### src/rtl/palram_pkg.sv
// Shared types and default widths for the palette RAM arbiter.
package palram_pkg;

    localparam int unsigned PALRAM_ADDR_W     = 8;
    localparam int unsigned PALRAM_DATA_W     = 8;
    localparam int unsigned PALRAM_FIFO_DEPTH = 4;

    typedef enum logic {PR_INIT, PR_RUN} palram_state_t;

    typedef struct packed {
        logic [PALRAM_ADDR_W-1:0] addr;
        logic [PALRAM_DATA_W-1:0] data;
    } palram_wr_t;

endpackage

### src/rtl/palram_wr_fifo.sv
// Synchronous FIFO buffering CPU palette writes until the RAM port is free.
module palram_wr_fifo
    import palram_pkg::*;
#(
    parameter int unsigned DEPTH   = PALRAM_FIFO_DEPTH,
    parameter type         entry_t = palram_wr_t
) (
    input  logic                   clk,
    input  logic                   rst_n,
    input  logic                   push,
    input  entry_t                 push_data,
    input  logic                   pop,
    output entry_t                 head,
    output logic [$clog2(DEPTH):0] level,
    output logic                   full,
    output logic                   empty
);

    localparam int unsigned PTR_W = $clog2(DEPTH);
    localparam int unsigned LVL_W = PTR_W + 1;

    entry_t           mem_q [DEPTH];
    logic [PTR_W-1:0] wr_ptr_q;
    logic [PTR_W-1:0] rd_ptr_q;
    logic [LVL_W-1:0] level_q;
    logic             do_push;
    logic             do_pop;

    assign full    = (level_q == LVL_W'(DEPTH));
    assign empty   = (level_q == '0);
    assign level   = level_q;
    assign head    = mem_q[rd_ptr_q];
    assign do_push = push & ~full;
    assign do_pop  = pop & ~empty;

    always_ff @(posedge clk or negedge rst_n) begin
        if (!rst_n) begin
            wr_ptr_q <= '0;
            rd_ptr_q <= '0;
            level_q  <= '0;
        end else begin
            if (do_push) wr_ptr_q <= wr_ptr_q + 1'b1;
            if (do_pop)  rd_ptr_q <= rd_ptr_q + 1'b1;
            unique case ({do_push, do_pop})
                2'b10:   level_q <= level_q + 1'b1;
                2'b01:   level_q <= level_q - 1'b1;
                default: level_q <= level_q;
            endcase
        end
    end

    // Storage needs no reset: contents are only observed through a non-empty head.
    always_ff @(posedge clk) begin
        if (do_push) mem_q[wr_ptr_q] <= push_data;
    end

endmodule

### src/rtl/palette_ram_arbiter.sv
// Arbitrates a single-port palette RAM between video reads and buffered CPU writes.
// Define PALRAM_BLANK_ONLY_EN to drain CPU writes only while cmpblk2 (blanking) is high.
module palette_ram_arbiter
    import palram_pkg::*;
#(
    parameter int unsigned ADDR_W     = PALRAM_ADDR_W,
    parameter int unsigned DATA_W     = PALRAM_DATA_W,
    parameter int unsigned FIFO_DEPTH = PALRAM_FIFO_DEPTH
) (
    input  logic                          clk,
    input  logic                          rst_n,
    input  logic                          vid_req,
    input  logic [ADDR_W-1:0]             vid_addr,
    output logic [DATA_W-1:0]             vid_data,
    output logic                          vid_valid,
    input  logic                          cmpblk2,
    input  logic                          cpu_wr_valid,
    output logic                          cpu_wr_ready,
    input  logic [ADDR_W-1:0]             cpu_wr_addr,
    input  logic [DATA_W-1:0]             cpu_wr_data,
    output logic                          init_done,
    output logic [$clog2(FIFO_DEPTH):0]   fifo_level,
    output logic                          ram_en,
    output logic                          ram_we,
    output logic [ADDR_W-1:0]             ram_addr,
    output logic [DATA_W-1:0]             ram_din,
    input  logic [DATA_W-1:0]             ram_dout
);

    typedef struct packed {
        logic [ADDR_W-1:0] addr;
        logic [DATA_W-1:0] data;
    } wr_entry_t;

    palram_state_t     state_q;
    logic [ADDR_W-1:0] sweep_addr_q;
    logic              vid_valid_q;

    logic              wr_gate;
    logic              fifo_push;
    logic              fifo_pop;
    logic              fifo_full;
    logic              fifo_empty;
    wr_entry_t         fifo_in;
    wr_entry_t         fifo_head;

`ifdef PALRAM_BLANK_ONLY_EN
    assign wr_gate = cmpblk2;
`else
    logic unused_cmpblk2;
    assign unused_cmpblk2 = cmpblk2;
    assign wr_gate        = 1'b1;
`endif

    assign init_done    = (state_q == PR_RUN);
    assign cpu_wr_ready = (state_q == PR_RUN) & ~fifo_full;
    assign fifo_push    = cpu_wr_valid & cpu_wr_ready;
    assign fifo_pop     = (state_q == PR_RUN) & ~vid_req & ~fifo_empty & wr_gate;
    assign fifo_in      = '{addr: cpu_wr_addr, data: cpu_wr_data};

    assign vid_valid = vid_valid_q;
    assign vid_data  = vid_valid_q ? ram_dout : '0;

    palram_wr_fifo #(
        .DEPTH   (FIFO_DEPTH),
        .entry_t (wr_entry_t)
    ) u_wr_fifo (
        .clk       (clk),
        .rst_n     (rst_n),
        .push      (fifo_push),
        .push_data (fifo_in),
        .pop       (fifo_pop),
        .head      (fifo_head),
        .level     (fifo_level),
        .full      (fifo_full),
        .empty     (fifo_empty)
    );

    always_ff @(posedge clk or negedge rst_n) begin
        if (!rst_n) begin
            state_q      <= PR_INIT;
            sweep_addr_q <= '0;
            vid_valid_q  <= 1'b0;
        end else begin
            case (state_q)
                PR_INIT: begin
                    vid_valid_q  <= 1'b0;
                    sweep_addr_q <= sweep_addr_q + 1'b1;
                    if (&sweep_addr_q) state_q <= PR_RUN;
                end
                PR_RUN: begin
                    vid_valid_q <= vid_req;
                end
                default: begin
                    state_q     <= PR_INIT;
                    vid_valid_q <= 1'b0;
                end
            endcase
        end
    end

    always_comb begin
        ram_en   = 1'b0;
        ram_we   = 1'b0;
        ram_addr = '0;
        ram_din  = '0;
        case (state_q)
            PR_INIT: begin
                // Held idle while in reset so the first sweep write lands on the first edge after release.
                ram_en   = rst_n;
                ram_we   = rst_n;
                ram_addr = sweep_addr_q;
            end
            PR_RUN: begin
                if (vid_req) begin
                    ram_en   = 1'b1;
                    ram_addr = vid_addr;
                end else if (fifo_pop) begin
                    ram_en   = 1'b1;
                    ram_we   = 1'b1;
                    ram_addr = fifo_head.addr;
                    ram_din  = fifo_head.data;
                end
            end
            default: ;
        endcase
    end

endmodule
### config.mk
export PLATFORM = sky130hd
export DESIGN_NAME = palette_ram_arbiter
export DESIGN_NICKNAME = d
export VERILOG_FILES = /design/src/rtl/palram_pkg.sv /design/src/rtl/palram_wr_fifo.sv /design/src/rtl/palette_ram_arbiter.sv
export SDC_FILE = /design/constraint.sdc
export NUM_CORES = 1
export LEC_CHECK = 0
export CORE_MARGIN = 4
export CORE_UTILIZATION = 34
export CTS_CLUSTER_DIAMETER = 200
export DETAILED_ROUTE_END_ITERATION = 7
export PLACE_DENSITY = 0.62
export SLEW_MARGIN = 0
export SYNTH_ARGS = -nofsm -noshare
export SYNTH_HDL_FRONTEND = slang
export SYNTH_SLANG_ARGS = --single-unit
### constraint.sdc
create_clock -name clk -period 1.8 [get_ports clk]
set_input_delay 0.36 -clock clk [delete_from_list [all_inputs] [get_ports clk]]
set_output_delay 0.36 -clock clk [all_outputs]
set_load 0.01 [all_outputs]
; After elaboration in Yosys (flattened, before gate mapping)
; Memories as Yosys holds them, arrays and structs flattened.
; Cells that the tools add are included.
[classes]
n_addsub = 5
eq_ne = 3
muxes = 18
bitwise = 10
n_reduce_logical = 3
[ops]
columns = operator, count
row1 = $mux 8, 6
row2 = $pmux 8 s2, 1
row3 = $add 8x1->8 const B, 1
row4 = $reduce_and 8->1, 1
row5 = $mux 1, 7
row6 = $and 1x1->1, 6
row7 = $pmux 1 s2, 3
row8 = $pmux 3 s2, 1
row9 = $add 2x1->2 const B, 2
row10 = $not 1->1, 4
row11 = $add 3x1->3 const B, 1
row12 = $eq 3x3->1 const B, 1
row13 = $logic_not 3->1, 1
row14 = $sub 3x1->3 const B, 1
row15 = $eq 2x1->1 const B, 1
row16 = $eq 2x2->1 const B, 1
row17 = $reduce_bool 2->1, 1
[totals]
register_bits = 17
ram_bits = 64
elab_cells = 46
memories = 1
[mem_list]
columns = memory, depth, word_bits, read_ports, rd_clocked_by_memory_dff, write_ports, line
row1 = u_wr_fifo.mem_q, 4, 16, 1, 0, 1, palram_wr_fifo.sv:22  ; entry_t mem_q [DEPTH];

; Depth between registers and ports, before layout
; Gate-level depths: netlist (run 1).
[logic_depth]
depth_word = 7
mapped_depth = 10

; By module
; Synthesis (run 1) repeated with hierarchy kept, for this count alone.
[hier_totals]
cells_unflattened = 202
hier_area_um2 = 3489.6
[by_module_without_submodules]
columns = module, instances, cells_per_inst, area_per_inst_um2
row1 = palram_wr_fifo, 1, 121, 2775.2
row2 = palette_ram_arbiter, 1, 81, 714.4

; Worst setup path before layout (run 1)
; Ideal clock, no wire load.
[synth_path]
kind = register to register
from = register u_wr_fifo.level_q[2], in the netlist u_wr_fifo.level[2]
to = register u_wr_fifo.level_q[2], in the netlist u_wr_fifo.level[2]
t_arrival_ns = 1.792
t_required_ns = 1.671
path_slack_ns = -0.121
path_stages_with_launch = 10
path_cell_list = dfrtp_1 or3_4 nand2_1 inv_2 ha_1 inv_1 fa_1 xor2_1 nor2_1 xor2_1
[synth_via]
word_cells_on_any_way = 15
cone_classes = add/sub (2) / eq/ne (3) / mux (1) / bitwise (7) / reduce/logical (2)
[synth_rtl]
columns = element, line
row1 = start: declaration, palram_wr_fifo.sv:25  ; logic [LVL_W-1:0] level_q;
row2 = start signal: assignment, palram_wr_fifo.sv:45  ; 2'b10: level_q <= level_q + 1'b1;
row3 = start signal: assignment, palram_wr_fifo.sv:46  ; 2'b01: level_q <= level_q - 1'b1;
row4 = start signal: assignment, palram_wr_fifo.sv:47  ; default: level_q <= level_q;
row5 = $logic_not 3->1 (*), palram_wr_fifo.sv:30  ; assign empty = (level_q == '0);
row6 = $not 1->1 (*), "palram_wr_fifo.sv:34, palette_ram_arbiter.sv:58"
row7 = $and 1x1->1, palette_ram_arbiter.sv:58  ; assign fifo_pop = (state_q == PR_RUN) & ~vid_req & ~fifo_empty & wr_gate;
row8 = $and 1x1->1 (*), palram_wr_fifo.sv:34  ; assign do_pop = pop & ~empty;
row9 = net u_wr_fifo.do_pop, palram_wr_fifo.sv:27  ; logic do_pop;
row10 = $eq 2x1->1 or $eq 2x2->1 (tied branches), palram_wr_fifo.sv:44  ; unique case ({do_push, do_pop})
row11 = $pmux 3 s2 or $reduce_bool 2->1 (tied branches), -
; The timed path passes the listed nets; every way through them passes the cells marked *.
; A chain may end at the register's enable or synchronous reset.

; Final worst setup path (run 1)
[layout_path]
from = register u_wr_fifo.rd_ptr_q[0]
to = output ram_addr[4]
[layout_via]
elab_chain_len = 4
[layout_lines]
columns = element, line
row1 = start: declaration, palram_wr_fifo.sv:24  ; logic [PTR_W-1:0] rd_ptr_q;
row2 = start signal: assignment, palram_wr_fifo.sv:43  ; if (do_pop) rd_ptr_q <= rd_ptr_q + 1'b1;
row3 = $mem_v2 4x16, -
row4 = $mux 8, palette_ram_arbiter.sv:118  ; end else if (fifo_pop) begin
row5 = $mux 8, palette_ram_arbiter.sv:115  ; if (vid_req) begin
row6 = $pmux 8 s2, palette_ram_arbiter.sv:107  ; case (state_q)
row7 = end: declaration, palette_ram_arbiter.sv:25  ; output logic [ADDR_W-1:0] ram_addr,
; Every way passes these cells.

==> summary.txt, run 1 <==
STA
  • Fin worst setup slack: -0.4362 ns
  • Final setup viols: 20
  • Tightest Pin Transition: around 0.20 ns
  • Crit path time final: 2.236 ns
  • RSZ-0062 raised after global routing: yes
  • Rel. slew slack: 0.8688
  • Final Hold Vio Count: 0
  • Layout Skew: around 0.011 ns
  • Max Slew Vio Count: 0
  • FMAX: about 0.45 GHz
  • Fin crit share: 1.242

Logic synthesis
  • Post-synthesis sequential area ratio: 0.6804
  • Primary FF master, synth: edfxtp_1
  • Top-count cell post-synth: edfxtp_1
  • Syn Std Cell Area: roughly 3400 µm²
  • Largest cells by area after synthesis: edfxtp_1 (56%), dfrtp_1 (12%), mux4_2 (7.2%), mux4_1 (3.8%), and2_1 (2.4%)
  • Syn Inst Count: between 150 and 200
  • Yosys top cell by area: edfxtp_1
  • EDFF count, synth: between 60 and 70
  • Top cell type's share of synthesized area: 0.5571
  • Async SR Flop Fraction: 0.2099
  • Net Count, Synth: 243
  • Syn Area/Cell: between 15 and 20 µm²
  • Synth unique cells: 31
  • Post-synth top cells: edfxtp_1 (64), dfrtp_1 (17), and2_1 (13)
  • Ys Warns: 0
  • Yosys reg bits: around 80

Critical path
  • Crit Path Class: reg -> out
  • Largest stage delay, worst path: ~0.54 ns
  • Crit path DAT: 1.88 ns
  • FF-to-FF path depth: 9
  • Worst Setup Start Kind: register
  • Data required, critical path: around 1.4 ns
  • CP max stage cell: mux4_2
  • Crit. path cell count: 4
  • Crit-path leading delay family: multiplexers
  • CP endpoint kind: output port
  • Crit path buf inv count: 2
  • Cells along the critical path: buf_6 -> mux4_2 -> a221o_1 -> buf_2
  • CP Max Fanout: 6

Die
  • Num ports: ~70
  • Die Y: about 110 µm
  • # rows: 36
  • Core area: about 9800 µm²
  • Die area: 11820 µm²
  • Die span in x: 108.7 µm
  • Initial Utilization: 0.3513

Detailed routing
  • Met2 WL post-DR: between 3 and 4 mm
  • Antenna-violating nets left: 0
  • Number of remaining DRC errors: 0
  • First-pass iteration count of the detailed router: 5
  • WL met1: 3.193 mm
  • DR iter-0 viols: 68
  • WL/cell: around 16 µm
  • WL final: between 7 and 8 mm
  • Via Count: roughly 2100
  • Met3 Wirelength: ~470 µm
  • Top Metal Used: met4
  • Vias per cell: around 4.6

Run
  • MaxCap Viol Count: 0

Cells and area
  • Sequential Area: 2350 µm²
  • Area of the multi-input gates: about 1100 µm²
  • Layout area overhead: 40.66%
  • Fillers: approximately 900
  • Ant diodes: 0
  • Layout cell share with drive strength beyond 1: 0.3674
  • Nets: approximately 350

Power and ir drop
  • PD cells: ~720 nW/µm²
  • Max VDD drop: just over 0.5 mV
  • Design Power: 3.514 mW
  • Leakage: about 1.8 nW

Status
  • Status: finished with violations
  • Violated checks: setup timing

Clocking
  • Skew-Pair Late Insertion Delay: around 0.35 ns
  • Clk root buf: clkbuf_8
  • CTS tree: yes
  • Clock transition at the registers of the reported paths: approximately 0.09 ns
  • Depth of the CTS H-tree: 3
  • Clock buffer depth: 2
  • TritonCTS Buffers: 9
  • Clock Sinks: ~80

Global routing
  • GRT overflow: 0
  • Largest net degree at the start of global routing: 17
  • Number of global-route vias before repair: 2224
  • Total GRT Usage: 0.1323
  • Initial antenna violation count: 0
  • First-pass GRT wire length: 11.66 mm

Worst hold path
  • Worst min path class: in -> async

Place
  • Hpwl dp: 5.199 mm
  • Dpl ws: -0.5627 ns
  • Gp weighted congestion: approximately 0.73
  • # port buffers: 67
-- per-layer routing --
| layer | global-route usage | vias to the layer above |
|---|---|---|
| met2 | 0.2233 | 58 |
| met4 | 0.04599 | 0 |
| met5 | 0 | - |
| li1 | - | 977 |
| met1 | 0.1654 | 1019 |
| met3 | 0.03434 | 6 |
-- stage by stage --
step / instances / utilization / hold slack (ns) / cell area [µm²] / setup TNS [ns]
floorplan: 199 / - / 0.06441 / 3490 / -0.004068
global placement: 424 / 0.4673 / 0.4773 / 4588 / -11.57
detailed placement: 424 / 0.4673 / 0.4864 / 4588 / -11.93
CTS: 445 / 0.4912 / 0.3997 / 4823 / -6.933
global route: 446 / 0.4941 / 0.4284 / 4852 / -8.040
finish: 446 / 0.4941 / 0.4162 / 4852 / -6.105
-- power breakdown --
group,switching [mW],internal [mW],total (mW)
combinational,0.0387,0.0729,0.112
sequential,0,2.02,2.02
clock,0.715,0.670,1.38
-- layout by cell type (no fill, tap or decap), types with 3 or more instances in the layout --
master / n
inv_6: 3
clkbuf_8: 9
dfrtp_1: 15
clkdlybuf4s50_1: 38
a221o_1: 7
nor2b_1: 7
buf_4: 29
xnor2_1: 9
buf_6: 12
nand3_1: 3
and2_1: 13
edfxtp_1: 64
buf_12: 5
and3_4: 8
xor2_1: 4
ha_1: 5
inv_1: 6
nand2_1: 3
nor2_1: 4
mux4_2: 16
dlygate4sd2_1: 9
buf_2: 11
-- state kept, by name, summed over array words and instances (netlist names) --
register            count
u_wr_fifo.mem_q        64
sweep_addr_q            8
u_wr_fifo.level         3
u_wr_fifo.rd_ptr_q      2
u_wr_fifo.wr_ptr_q      2
init_done               1
vid_valid               1
-- final cells by class --
class,count,area share
clock buffers,9,0.02553
clock inverters,7,0.01753
inverters,8,0.007220
multi-input cells,101,0.2251
flip-flops and latches,81,0.4843
well taps,133,0.03430
repair buffers,107,0.2060
-- what timing repair did --
| item | 4_1_cts | 5_1_grt |
|---|---|---|
| gates cloned | 0 | 0 |
| setup buffers | 6 | 1 |
| pin swaps | 12 | 10 |
| resized for setup | 117 | 8 |
| setup endpoints to repair | 29 | 22 |
| hold buffers | 0 | 0 |
-- cells by family (layout without fill, tap and decap cells) --
family,after synthesis,in the layout,share of synthesized area
buffers and inverters,17,131,0.02430
muxes,19,19,0.1193
and+or+nand+nor,49,49,0.08379
xor gates and xnor gates,13,13,0.03301
adders and majority gates,7,7,0.02757
DFF,81,81,0.6804
AOI/OAI and AO/OA,13,13,0.03156
-- path summary, 6_finish.rpt --
kind                                                         from                             end  slack [ns]
max in group asynchronous                                   rst_n             vid_valid$_DFF_PN0_        1.13
worst min-delay path                                        rst_n  u_wr_fifo.level[2]$_DFFE_PN0P_        0.42
worst max register to register                init_done$_DFF_PN0_  u_wr_fifo.level[2]$_DFFE_PN0P_       -0.06
worst min register to register        sweep_addr_q[6]$_DFFE_PN0N_     sweep_addr_q[6]$_DFFE_PN0N_        0.51
min in group clk                      sweep_addr_q[6]$_DFFE_PN0N_     sweep_addr_q[6]$_DFFE_PN0N_        0.51
worst max-delay path            u_wr_fifo.rd_ptr_q[0]$_DFFE_PN0P_                     ram_addr[4]       -0.44
Note: power is estimated with default switching activity, not from simulation.
==> run 2, diff against run 1 <==
--- a/config.mk
+++ b/config.mk
@@ -5,6 +5,7 @@
 export SDC_FILE = /design/constraint.sdc
 export NUM_CORES = 1
 export LEC_CHECK = 0
+export CAP_MARGIN = 40
 export CORE_MARGIN = 4
 export CORE_UTILIZATION = 34
 export CTS_CLUSTER_DIAMETER = 200
==> results of run 2 <==
No change in the layout: final DEF, timing and power equal those of run 1.
